`src/rtl/mux_n_in_reg.sv`:
```
// rtl/mux_n_in_reg.sv - N-way channel select feeding a 2-entry valid/ready output buffer
// Optional feature macro MUX_ERROR_SEL_EN: out-of-range Sel stores zero and sets sticky Error_sel.
module mux_n_in_reg #(
  parameter int  ANCHO      = 32,
  parameter int  N_ENTRADAS = 4,
  localparam int SEL_ANCHO  = (N_ENTRADAS > 2) ? $clog2(N_ENTRADAS) : 1
) (
  input  logic                        Clk,
  input  logic                        Reset_n,
  input  logic [N_ENTRADAS*ANCHO-1:0] Datos,
  input  logic [SEL_ANCHO-1:0]        Sel,
  input  logic                        Valido_in,
  output logic                        Listo,
  output logic [ANCHO-1:0]            Salida,
  output logic                        Valido_out,
  input  logic                        Listo_in
`ifdef MUX_ERROR_SEL_EN
  ,
  output logic                        Error_sel
`endif
);

  logic [1:0]       cnt_q, cnt_d;
  logic [ANCHO-1:0] head_q, head_d;
  logic [ANCHO-1:0] tail_q, tail_d;
  logic [ANCHO-1:0] sel_word;
  logic             sel_oor;
  logic             push, pop;

  always_comb begin
    sel_word = Datos[ANCHO-1:0];
    sel_oor  = 1'b1;
    for (int i = 0; i < N_ENTRADAS; i++) begin
      if (int'(Sel) == i) begin
        sel_word = Datos[i*ANCHO +: ANCHO];
        sel_oor  = 1'b0;
      end
    end
`ifdef MUX_ERROR_SEL_EN
    if (sel_oor) sel_word = '0;
`else
    // Out-of-range select falls back to channel 0.
    if (sel_oor) sel_word = Datos[ANCHO-1:0];
`endif
  end

  // Listo depends only on the occupancy register, never on Listo_in.
  assign Listo      = (cnt_q != 2'd2);
  assign Valido_out = (cnt_q != 2'd0);
  assign Salida     = head_q;
  assign push       = Valido_in && Listo;
  assign pop        = Valido_out && Listo_in;

  always_comb begin
    cnt_d  = cnt_q;
    head_d = head_q;
    tail_d = tail_q;
    case (cnt_q)
      2'd0: begin
        if (push) begin
          head_d = sel_word;
          cnt_d  = 2'd1;
        end
      end
      2'd1: begin
        if (push && pop) begin
          head_d = sel_word;
        end else if (push) begin
          tail_d = sel_word;
          cnt_d  = 2'd2;
        end else if (pop) begin
          cnt_d  = 2'd0;
        end
      end
      2'd2: begin
        if (pop) begin
          head_d = tail_q;
          cnt_d  = 2'd1;
        end
      end
      default: cnt_d = 2'd0;
    endcase
  end

  always_ff @(posedge Clk or negedge Reset_n) begin
    if (!Reset_n) begin
      cnt_q  <= 2'd0;
      head_q <= '0;
      tail_q <= '0;
    end else begin
      cnt_q  <= cnt_d;
      head_q <= head_d;
      tail_q <= tail_d;
    end
  end

`ifdef MUX_ERROR_SEL_EN
  logic err_q, err_d;

  always_comb begin
    err_d = err_q | (push & sel_oor);
  end

  always_ff @(posedge Clk or negedge Reset_n) begin
    if (!Reset_n) err_q <= 1'b0;
    else          err_q <= err_d;
  end

  assign Error_sel = err_q;
`endif

endmodule

```
`config.mk`:
```
export PLATFORM = sky130hd
export DESIGN_NAME = mux_n_in_reg
export DESIGN_NICKNAME = d
export VERILOG_FILES = /design/src/rtl/mux_n_in_reg.sv
export SDC_FILE = /design/constraint.sdc
export NUM_CORES = 1
export LEC_CHECK = 0
export CAP_MARGIN = 20
export CORE_MARGIN = 1
export CORE_UTILIZATION = 40
export DETAILED_ROUTE_END_ITERATION = 16
export GPL_TIMING_DRIVEN = 0
export PLACE_DENSITY = 0.78
export SLEW_MARGIN = 30
export SYNTH_ARGS = -nofsm -noshare
export SYNTH_HDL_FRONTEND = slang
export SYNTH_SLANG_ARGS = --single-unit
```
`constraint.sdc`:
```
create_clock -name Clk -period 1.9 [get_ports Clk]
set_clock_uncertainty 0.1 [all_clocks]
set_input_delay 0.285 -clock Clk [delete_from_list [all_inputs] [get_ports Clk]]
set_output_delay 0.285 -clock Clk [all_outputs]
set_load 0.02 [all_outputs]
```
### Word level (Yosys, flattened, before mapping)

Index checks and enable logic that the tools add are counted.

| cells by class | value |
|---|---|
| reduce and logical (&&, ||, !) cells | 10 |
| equal/unequal tests | 11 |
| bitwise logic cells | 1 |
| multiplexer cells | 18 |

Operators with widths:

| cell | number |
|---|---|
| $mux W32 | 7 |
| $pmux W32 S3 | 1 |
| $mux W2 | 5 |
| $ne A2 B2 Y1 const B | 5 |
| $reduce_and A4 Y1 | 2 |
| $eq A2 B2 Y1 const B | 3 |
| $pmux W2 S3 | 1 |
| $eq A2 B1 Y1 const B | 2 |
| $logic_not A2 Y1 | 2 |
| $mux W1 | 4 |
| $logic_and A1 B1 Y1 | 3 |
| $ne A3 B3 Y1 const B | 1 |
| $reduce_and A3 Y1 | 1 |
| $reduce_bool A3 Y1 | 1 |
| $reduce_bool A2 Y1 | 1 |
| $not A1 Y1 | 1 |

| storage, ports and cells | value |
|---|---|
| word-level logic and storage cells | 43 |
| bits in registers | 66 |
| input port bits | 134 |

### Logic depth before layout (Yosys ltp)

| depth | value |
|---|---|
| word-level depth | 8 |
| gate-level depth with buffers | 6 |
| depth with buffers taken out | 3 |

### Least setup slack after synthesis

OpenSTA, ideal clock, no wires.

| path | value |
|---|---|
| kind | input-to-reg |
| start point | input Sel[0] |
| end point | register head_q[10], in the netlist Salida[10] |
| cell stages on the path | 4 |
| path slack | 202 ps |
| arrival time | 1,473 ps |
| cell sequence | clkbuf_1 -> buf_1 -> mux4_2 -> a221o_1 |

| on the way | value |
|---|---|
| cells in the longest elaborated chain, start to end | 8 |
| elaborated cells on any way between the ends | 15 |

Ends and longest elaborated chain:

| item | line | source |
|---|---|---|
| start: declaration | 11 | `input logic [SEL_ANCHO-1:0] Sel,` |
| $logic_not A2 Y1 | 34 | `if (int'(Sel) == i) begin` |
| $mux W1 (4 in series) | 34 |  |
| $mux W32 (*) | 43 | `if (sel_oor) sel_word = Datos[ANCHO-1:0];` |
| $mux W32, on equally long branches | 66, 60 |  |
| $pmux W32 S3 (*) | 58 | `case (cnt_q)` |
| end signal: assignment | 88 | `head_q <= '0;` |
| end signal: assignment | 92 | `head_q <= head_d;` |
| end: declaration | 24 | `logic [ANCHO-1:0] head_q, head_d;` |

Every way passes the cells marked *; elsewhere a longest branch is shown, timed or not. The select of a mux whose other input is x is not followed.
A chain may end at the register's enable or synchronous reset.

### Worst setup path in the final report

| path | value |
|---|---|
| start point | register cnt_q[1] |
| end point | output Valido_out |

| on the way | value |
|---|---|
| cells in the longest elaborated chain, start to end | 1 |

Ends and longest elaborated chain:

| item | line | source |
|---|---|---|
| start: declaration | 23 | `logic [1:0] cnt_q, cnt_d;` |
| start signal: assignment | 91 | `cnt_q <= cnt_d;` |
| $reduce_bool A2 Y1 | 49 | `assign Valido_out = (cnt_q != 2'd0);` |
| end: declaration | 15 | `output logic Valido_out,` |

Every way passes these cells.

==> results.ini <==
[status]
status=finished, final reports clean

[synth]
synthFlopType=dfrtp_1
synth.area.top_cells=dfrtp_1, mux4_2, mux2_2, a221o_1, and4b_1
synthTopCellsByCount=dfrtp_1, a221o_1, and4b_1, mux2_2, mux4_2
syn_area_um2=3630
ys_seq_elements=66
syn_avg_cell_area_um2=15.2
synth_edf_count=0
synth_top_area_share_pct=45.4
synthArstFlopShare_pct=100
synth_nets=373
ys_warn_count=0
synthMostInstantiatedCell=dfrtp_1
ys_types=23
yosys.area.top_type=dfrtp_1
ys_seq_area_share_pct=45.4
synthCells=239

[finish]
drive_gt1_share_pct=24.3
nFillCells=691
multiInputGateArea_um2=1820
ff_latch_area_um2=1650
fin_area_um2=5670
diodes=0
final_nets=549
synthToLayoutAreaGrowth_pct=56.1
fin_util_pct=64.7

[floorplan]
start_util_pct=41.5
io_pins=168
core_area_um2=8760
num_rows=34
fp.dieH_um=97.3
dieArea_um2=9470
die-width_um=97.3

[hold_path]
hold_path.class=input port to async pin

[pwr]
p_switching_mw=1.63
powerDensity_nw_per_um2=977
switching_share_pct=29.5
p_leak_nw=2.33
p_seq_share_pct=39.4
combPwrFrac_pct=36.5
clkPwrFrac_pct=24.1
p_int_mw=3.91
ir_drop_uv=399

[critical_path]
crit_family=buffers and inverters
path_cells=clkbuf_8 > clkbuf_8 > or2_2 > buf_2
arrival_ns=1.50
cp.buffers_inverters=3
crit_fanout=10
crit_path_frequent_cell=clkbuf_8
critPathRequiredTime_ns=1.51
setup.worst_path.start_class=flip-flop
crit_type=flip-flop to output port
cp_slowest_cell=dfrtp_1
max_stage_delay_ns=0.39
cp-end-kind=output port

[cts]
path_clk_slew_ns=0.07
root_buffer=clkbuf_8
cts_buffers=9
numClockSinks=66
cts_tree=yes
clock_path_buffers=2
htreeDepth=3
worstSkewPairLatency_ns=0.34

[grt]
grt_pass1_wl_mm=16.7
track_usage_pct=22.6
antenna_found_initial=0
grt_max_degree=37
grt_pass1_vias=3255
gr-total-overflow=0

[detailed_routing]
first_iter_violations=78
via_per_inst=5.75
remaining_drc_errors=0
wire_per_inst_um=19.4
dr.pass1.iters=4
ant_nets=0
vias=3030
wirelength_mm=10.2

[sta]
whs_ns=0.314
setup_viol=0
post-route-period-util_pct=99.2
slew_viol_final=0
hold_viol_final=0
worstMarginPinSlew_ns=0.630
relSlewSlack_pct=58.0
rsz0062_at_grt=true
max_freq_ghz=0.531
fin_crit_ns=1.88

[placement]
io_buffer_count=164
dpl.hpwl_mm=7.79
gp_congestion=0.749
placed_cell_area_um2=5430

[job]
maxCapViolCount=0

-- kinds of logic after synthesis --
logic type | synth area share [%]
flip-flops | 45.4
multiplexers | 29.8
AND/OR/NAND/NOR | 10.5
AO/OA/AOI/OAI | 9.71
buffers and inverters | 4.47
-- power groups by stage --
stage / clock, mW / sequential, mW / combinational [mW]
after floorplan: 0 / 2.38 / 0.854
after global placement: 0 / 2.17 / 1.97
after detailed placement: 0 / 2.20 / 2.03
after CTS: 1.34 / 2.18 / 2.04
after global routing: 1.40 / 2.25 / 2.15
final: 1.34 / 2.19 / 2.02
-- path summary, 6_finish.rpt --
| check | cells after the start | slack (ns) | endpoint | start |
|---|---|---|---|---|
| worst min register to register | 1 | 0.40 | tail_q[7]$_DFFE_PN0P_ | tail_q[7]$_DFFE_PN0P_ |
| worst min-delay path | 2 | 0.31 | tail_q[27]$_DFFE_PN0P_ | Reset_n |
| max in group asynchronous | 3 | 0.85 | tail_q[11]$_DFFE_PN0P_ | Reset_n |
| worst max-delay path | 4 | 0.02 | Valido_out | cnt_q[1]$_DFFE_PN0P_ |
| min in group Clk | 3 | 0.36 | Salida[25]$_DFFE_PN0P_ | Listo_in |
| worst max register to register | 5 | 0.07 | tail_q[31]$_DFFE_PN0P_ | cnt_q[1]$_DFFE_PN0P_ |
-- layout by cell type (no fill, tap or decap) --
cell type        synthesis  layout
mux2_2                  32      32
and2b_1                  1       1
dlygate4sd3_1            0       1
nand2_1                  2       2
mux4_2                  31      31
and3b_1                  1       1
buf_12                   0       1
a221o_1                 32      32
buf_4                    0       2
buf_6                    4       4
nand2b_4                 1       1
mux4_1                   1       1
dfrtp_1                 66      66
or2_2                    1       1
and2_1                   1       1
nor2b_1                  1       1
bufinv_16                0       2
clkbuf_2                 1       2
buf_2                   12       9
o21a_1                   1       1
buf_1                    2       2
nand2b_1                 1       1
and4b_1                 32      32
clkbuf_8                 0      13
clkbuf_1                12      11
clkdlybuf4s50_1          0     161
a21oi_2                  1       1
clkbuf_4                 0       3
a21oi_1                  2       2
o22ai_1                  1       1
-- through the flow --
stage,std cells,power (mW),worst slack (ns),TNS [ns]
after global routing,527,5.80,-0.0318,-0.381
final,527,5.55,0.0160,0
after detailed placement,512,4.24,-0.308,-14.54
after global placement,511,4.14,-1.71,-126.26
after floorplan,239,3.24,0.202,0
after CTS,527,5.57,0.00892,0
-- layer usage --
layer | vias up | wire length, µm | track usage, %
met5 | - | 0 | 0
met4 | 0 | 119 | 6.79
li1 | 1352 | - | -
met1 | 1538 | 4050 | 29.0
met2 | 128 | 5420 | 39.2
met3 | 12 | 663 | 4.24
-- worst register-to-register path, cell delays in order, from the launching register on --
cell	delay, ns
dfrtp_1	0.39
and2b_1	0.29
nor2b_1	0.15
clkbuf_2	0.17
clkbuf_4	0.25
mux2_2	0.36
-- cell type report --
cell class / count / area share [%]
Buffer: 30 / 3.33
Clock buffer: 13 / 2.80
Clock inverter: 2 / 1.06
Multi-Input combinational cell: 142 / 32.1
Sequential cell: 66 / 29.1
Tap cell: 108 / 2.38
Timing Repair Buffer: 166 / 29.2
-- flip-flops by register name (all words and copies together), names as in the netlist --
name and count:
Salida 32, tail_q 32, cnt_q 2
-- repair_timing --
| action | in CTS | in global routing |
|---|---|---|
| endpoints found under the setup margin | 2 | 32 |
| gates resized for setup | 12 | 5 |
| endpoints found under the hold margin | 30 | 0 |
| hold buffers | 1 | 0 |
| setup buffers | 0 | 0 |
Power figures use the tool's default switching activity.
